<file path="src/rtl/shift_reg_pkg.sv">
// -----------------------------------------------------------------------------
// shift_reg_pkg
//   Shared definitions for the universal shift register (shift_reg_univ):
//   - shreg_mode_e : 2-bit operating mode encoding (hold / shr / shl / load)
//   - shreg_cnt_width() : width of the shifted-out counter for a given width
//   - SHREG_DEF_WIDTH / SHREG_DEF_CNT_W : defaults for the standard 4-bit build
// -----------------------------------------------------------------------------
package shift_reg_pkg;

    // Operating mode as presented on the mode port.
    typedef enum logic [1:0] {
        MODE_HOLD = 2'b00,
        MODE_SHR  = 2'b01,
        MODE_SHL  = 2'b10,
        MODE_LOAD = 2'b11
    } shreg_mode_e;

    // Counter must represent 0..width inclusive, hence width+1 states.
    function automatic int shreg_cnt_width(input int width);
        return $clog2(width + 1);
    endfunction

    localparam int SHREG_DEF_WIDTH = 4;
    localparam int SHREG_DEF_CNT_W = shreg_cnt_width(SHREG_DEF_WIDTH);

endpackage : shift_reg_pkg

</file>
<file path="src/rtl/usr_bit_cell.sv">
// -----------------------------------------------------------------------------
// usr_bit_cell
//   One storage bit of the universal shift register: a 4:1 next-state mux
//   (hold, upper neighbour, lower neighbour, parallel bit) feeding a
//   falling-edge D flop with asynchronous active-low clear.
// Ports:
//   clk      in   falling-edge clock
//   clr      in   asynchronous active-low clear (forces q to 0)
//   sel      in   [1:0] mode (shreg_mode_e encoding)
//   from_hi  in   value taken on shift right (bit i+1, or sr_in at the MSB)
//   from_lo  in   value taken on shift left  (bit i-1, or sl_in at the LSB)
//   load_bit in   value taken on parallel load
//   q        out  stored bit
//   q_next   out  value the flop will capture on the next falling edge
// -----------------------------------------------------------------------------
module usr_bit_cell
    import shift_reg_pkg::*;
(
    input  logic       clk,
    input  logic       clr,
    input  logic [1:0] sel,
    input  logic       from_hi,
    input  logic       from_lo,
    input  logic       load_bit,
    output logic       q,
    output logic       q_next
);

    logic q_q;
    logic q_d;

    // Next-state mux selecting the source for this bit.
    always_comb begin
        q_d = q_q;
        case (shreg_mode_e'(sel))
            MODE_HOLD: q_d = q_q;
            MODE_SHR:  q_d = from_hi;
            MODE_SHL:  q_d = from_lo;
            MODE_LOAD: q_d = load_bit;
            default:   q_d = q_q;
        endcase
    end

    // Storage flop: falling edge, clear wins asynchronously.
    always_ff @(negedge clk or negedge clr) begin
        if (!clr) begin
            q_q <= 1'b0;
        end else begin
            q_q <= q_d;
        end
    end

    assign q      = q_q;
    assign q_next = q_d;

endmodule : usr_bit_cell

</file>
<file path="src/rtl/shift_reg_univ.sv">
// -----------------------------------------------------------------------------
// shift_reg_univ
//   74194-style universal shift register built from WIDTH usr_bit_cell
//   instances, plus a saturating count of bits shifted out since the last
//   parallel load and a registered "drained" flag.
//   Optional feature macro: SHREG_MATCH_EN adds a registered match output
//   (q == PATTERN, aligned with q). Without it, match and its comparator are
//   absent and PATTERN is unused.
// Ports:
//   clk        in   clock, all state changes on the falling edge
//   clr        in   asynchronous active-low reset
//   mode       in   [1:0] 00 hold, 01 shift right, 10 shift left, 11 load
//   sr_in      in   serial input entering q[WIDTH-1] on shift right
//   sl_in      in   serial input entering q[0] on shift left
//   d          in   [WIDTH-1:0] parallel load data
//   q          out  [WIDTH-1:0] register contents
//   ser_out_r  out  q[0], bit that leaves on shift right
//   ser_out_l  out  q[WIDTH-1], bit that leaves on shift left
//   shift_cnt  out  shifts since last load, saturating at WIDTH
//   drained    out  registered (shift_cnt == WIDTH)
//   match      out  registered (q == PATTERN), SHREG_MATCH_EN only
// -----------------------------------------------------------------------------
module shift_reg_univ
    import shift_reg_pkg::*;
#(
    parameter int                 WIDTH   = SHREG_DEF_WIDTH,
    parameter logic [WIDTH-1:0]   PATTERN = WIDTH'(4'b1010)
) (
    input  logic                                clk,
    input  logic                                clr,
    input  logic [1:0]                          mode,
    input  logic                                sr_in,
    input  logic                                sl_in,
    input  logic [WIDTH-1:0]                    d,
    output logic [WIDTH-1:0]                    q,
    output logic                                ser_out_r,
    output logic                                ser_out_l,
    output logic [shreg_cnt_width(WIDTH)-1:0]   shift_cnt,
`ifdef SHREG_MATCH_EN
    output logic                                drained,
    output logic                                match
`else
    output logic                                drained
`endif
);

    localparam int               CNT_W   = shreg_cnt_width(WIDTH);
    localparam logic [CNT_W-1:0] CNT_MAX = CNT_W'(WIDTH);

    logic [WIDTH-1:0] q_s;
    logic [WIDTH-1:0] q_next_s;
    logic [WIDTH-1:0] hi_s;
    logic [WIDTH-1:0] lo_s;

    logic [CNT_W-1:0] shift_cnt_q;
    logic [CNT_W-1:0] shift_cnt_d;
    logic             drained_q;
    logic             drained_d;

    // Neighbour wiring: bit i takes bit i+1 on shift right, bit i-1 on shift
    // left; the end cells take the serial inputs instead.
    assign hi_s = {sr_in, q_s[WIDTH-1:1]};
    assign lo_s = {q_s[WIDTH-2:0], sl_in};

    for (genvar i = 0; i < WIDTH; i++) begin : g_cell
        usr_bit_cell u_cell (
            .clk      (clk),
            .clr      (clr),
            .sel      (mode),
            .from_hi  (hi_s[i]),
            .from_lo  (lo_s[i]),
            .load_bit (d[i]),
            .q        (q_s[i]),
            .q_next   (q_next_s[i])
        );
    end

    // Shift counter next state: any shift counts (direction is not tracked),
    // saturating at WIDTH; a load restarts the count.
    always_comb begin
        shift_cnt_d = shift_cnt_q;
        case (shreg_mode_e'(mode))
            MODE_HOLD: shift_cnt_d = shift_cnt_q;
            MODE_SHR, MODE_SHL: begin
                if (shift_cnt_q == CNT_MAX) begin
                    shift_cnt_d = CNT_MAX;
                end else begin
                    shift_cnt_d = shift_cnt_q + {{(CNT_W-1){1'b0}}, 1'b1};
                end
            end
            MODE_LOAD: shift_cnt_d = {CNT_W{1'b0}};
            default:   shift_cnt_d = shift_cnt_q;
        endcase
        drained_d = (shift_cnt_d == CNT_MAX);
    end

    // Counter and drained flag; reset leaves the register fully drained.
    always_ff @(negedge clk or negedge clr) begin
        if (!clr) begin
            shift_cnt_q <= CNT_MAX;
            drained_q   <= 1'b1;
        end else begin
            shift_cnt_q <= shift_cnt_d;
            drained_q   <= drained_d;
        end
    end

    assign q         = q_s;
    assign ser_out_r = q_s[0];
    assign ser_out_l = q_s[WIDTH-1];
    assign shift_cnt = shift_cnt_q;
    assign drained   = drained_q;

`ifdef SHREG_MATCH_EN
    logic match_q;
    logic match_d;

    // Compare against the value q is about to take so match lines up with q.
    always_comb begin
        match_d = (q_next_s == PATTERN);
    end

    // Match register, cleared with the rest of the state.
    always_ff @(negedge clk or negedge clr) begin
        if (!clr) begin
            match_q <= 1'b0;
        end else begin
            match_q <= match_d;
        end
    end

    assign match = match_q;
`else
    logic unused_match_s;
    assign unused_match_s = ^{q_next_s, PATTERN};
`endif

endmodule : shift_reg_univ

</file>
<file path="config.mk">
export PLATFORM = sky130hd
export DESIGN_NAME = shift_reg_univ
export DESIGN_NICKNAME = d
export VERILOG_FILES = /design/src/rtl/shift_reg_pkg.sv /design/src/rtl/usr_bit_cell.sv /design/src/rtl/shift_reg_univ.sv
export SDC_FILE = /design/constraint.sdc
export NUM_CORES = 1
export LEC_CHECK = 0
export ABC_AREA = 1
export BUFFER_PORTS_ARGS = -buffer_cell sky130_fd_sc_hd__buf_2
export CORE_AREA = 2 2 39 41
export CTS_BUF_LIST = sky130_fd_sc_hd__clkbuf_16
export DETAILED_ROUTE_END_ITERATION = 8
export DIE_AREA = 0 0 41 43
export GPL_TIMING_DRIVEN = 0
export PLACE_DENSITY_LB_ADDON = 0.15
export SLEW_MARGIN = 20
export SYNTH_ARGS = -nofsm -noshare
export SYNTH_HDL_FRONTEND = slang
export SYNTH_HIERARCHICAL = 1
export SYNTH_SLANG_ARGS = --single-unit
</file>
<file path="constraint.sdc">
create_clock -name clk -period 1.35 [get_ports clk]
set_input_delay 0.0675 -clock clk [delete_from_list [all_inputs] [get_ports clk]]
set_output_delay 0.0675 -clock clk [all_outputs]
set_load 0.02 [all_outputs]
</file>
==> flow_summary.json <==
{
  "gp_congestion": 0.662,
  "setup_viol": 10,
  "drive_gt1_share_pct": 45.1,
  "ys_ff_latch": 8,
  "wl_per_cell_um": 9.33,
  "placed_area_um2": 731,
  "maxCapViolCount": 0,
  "cts-buffers-inserted": 3,
  "overflow": 0,
  "rows": 14,
  "port_buffers": 19,
  "met1_length_um": 538,
  "drt-pass1-iter-count": 4,
  "status": "finished with violations",
  "cts_sinks": 8,
  "crit_buf_inv": 1,
  "core_um2": 1380,
  "finalHoldViolations": 0,
  "end_kind": "output port",
  "fin_skew_ns": 0.0447,
  "grt_util_all_layers_pct": 17.4,
  "crit_family": "flip-flops",
  "irDropWorstVdd_uv": 972,
  "violations": "setup timing",
  "grt_pass1_vias": 523,
  "drtIter0Drc": 5,
  "ctsHoldBuffers": 0,
  "start_kind": "flip-flop",
  "pin_count": 20,
  "die_w_um": 41,
  "htreeDepth": 1,
  "grt_pass1_wl_mm": 2.05,
  "power_per_cell_area_nw_per_um2": 1300,
  "min_path_type": "input pin to asynchronous set/reset pin",
  "nets": 147,
  "p_leak_nw": 0.634,
  "clk_path_buf_depth": 2,
  "diodes": 0,
  "rsz0062_at_grt": "yes",
  "critical_path_class": "flip-flop to output port",
  "cts_tree": "done",
  "maxSlewHeadroom_pct": 86.8,
  "drv_slew": 0,
  "tightest_slew_ns": 0.198,
  "top_layer": "met4",
  "ys_seq_area_share_pct": 34.9,
  "fin_ws_ns": -0.347,
  "num_vias": 652,
  "worstPathCellList": "buf_6",
  "synth.avg_cell_area_um2": 6.18,
  "design_area_um2": 1030,
  "ys_warn_count": 6,
  "clkSlewWorstSetupHoldPaths_ns": 0.04,
  "crit_path_max_fanout": 2,
  "routed_via_density": 4.38,
  "max_stage_delay_ns": 0.53,
  "drcViolationCount": 0,
  "die_height_um": 43,
  "clk_latency_ns": 0.31,
  "netlist_area_um2": 581,
  "start_util_pct": 42.0,
  "cp.arrival_ns": 1.63,
  "clock-root-buffer": "clkbuf_16",
  "synthToLayoutAreaGrowth_pct": 77.8,
  "met2WireLength_um": 747,
  "yosysUniqueCellTypes": 12,
  "dpl.hpwl_um": 799,
  "grt_max_degree": 14,
  "grt_antenna_before_repair": 0,
  "routed_wl_mm": 1.39,
  "syn_inst": 94,
  "drtAntennaViolNets": 0,
  "route.met3.wl_um": 79,
  "synth_nets": 107,
  "hold_ws_ns": 0.206,
  "slowest_stage": "dfstp_2",
  "required_ns": 1.28,
  "die_area_um2": 1760
}
## state kept, by name (all words and copies together) (netlist names)
name	cells
g_cell.u_cell/q	4
shift_cnt	3
drained	1
## per-layer routing
layer / up-vias / global-route usage [%]
li1: 337 / -
met1: 294 / 20.3
met2: 17 / 27.2
met3: 4 / 6.28
met4: 0 / 8.00
met5: - / 0
## synth_stat cells
cell / number / area (um2)
inv_1: 24 / 90.1
nor2_1: 5 / 18.8
nand3_1: 11 / 55.1
clkinv_1: 4 / 15.0
dfstp_2: 2 / 52.6
ha_1: 3 / 37.5
nand2_1: 27 / 101
dfrtn_1: 6 / 150
buf_4: 2 / 15.0
a21oi_2: 1 / 8.76
inv_2: 8 / 30.0
nor2_2: 1 / 6.26
## final cells by class
type	instances	area, um2
Fill cell	104	352
Timing Repair Buffer	34	297
Multi-Input combinational cell	48	258
Sequential cell	8	203
Inverter	35	146
Clock buffer	3	75.1
Buffer	2	22.5
Tap cell	16	20.0
Clock inverter	3	11.3
## power breakdown
part	leakage [nW]	switching, mW	internal [mW]	total, mW
clock	0.0529	0.134	0.394	0.529
sequential	0.0935	0.0315	0.284	0.316
combinational	0.487	0.234	0.259	0.493
## what timing repair did
item,4_1_cts,5_1_grt
pin swaps,0,9
buffers inserted,8,9
gates resized for setup,21,12
endpoints found under the setup margin,14,12
## cell families after synthesis
| group | synth area share [%] |
|---|---|
| AO/OA/AOI/OAI | 1.51 |
| adder cells (fa/ha/maj) | 6.47 |
| buffers and inverters | 25.9 |
| flip-flops | 34.9 |
| AND/OR/NAND/NOR | 31.3 |
## path summary, 6_finish.rpt
kind | startpoint | to | slack [ns] | cells after the start
setup / recovery | shift_cnt[2] | shift_cnt[2] | -0.35 | 1
hold / removal | clr | g_cell[1].u_cell/q | 0.21 | 1
setup reg to reg | shift_cnt[1] | drained | 0.11 | 8
hold reg to reg | shift_cnt[0] | shift_cnt[0] | 0.61 | 3
max in group asynchronous | clr | drained | 0.83 | 1
min in group clk | shift_cnt[0] | shift_cnt[0] | 0.61 | 3
## stage by stage
stage | total power, mW | setup TNS [ns] | setup slack, ns | instances | util (%)
after global routing | 1.41 | -3.03 | -0.368 | 149 | 74.6
final | 1.34 | -2.75 | -0.347 | 149 | 74.6
after floorplan | 0.541 | -0.286 | -0.118 | 94 | -
after global placement | 0.629 | -1.89 | -0.395 | 129 | 52.8
after CTS | 1.26 | -2.70 | -0.333 | 142 | 67.8
after detailed placement | 0.633 | -1.94 | -0.389 | 129 | 52.8
## placed cells by master (no fill, tap or decap), drive strengths merged
master  count
buf        36
inv        34
nand2      27
nand3      11
dfrtn       6
nor2        6
clkinv      4
clkbuf      3
ha          3
dfstp       2
a21oi       1
(Power assumes the default switching activity.)
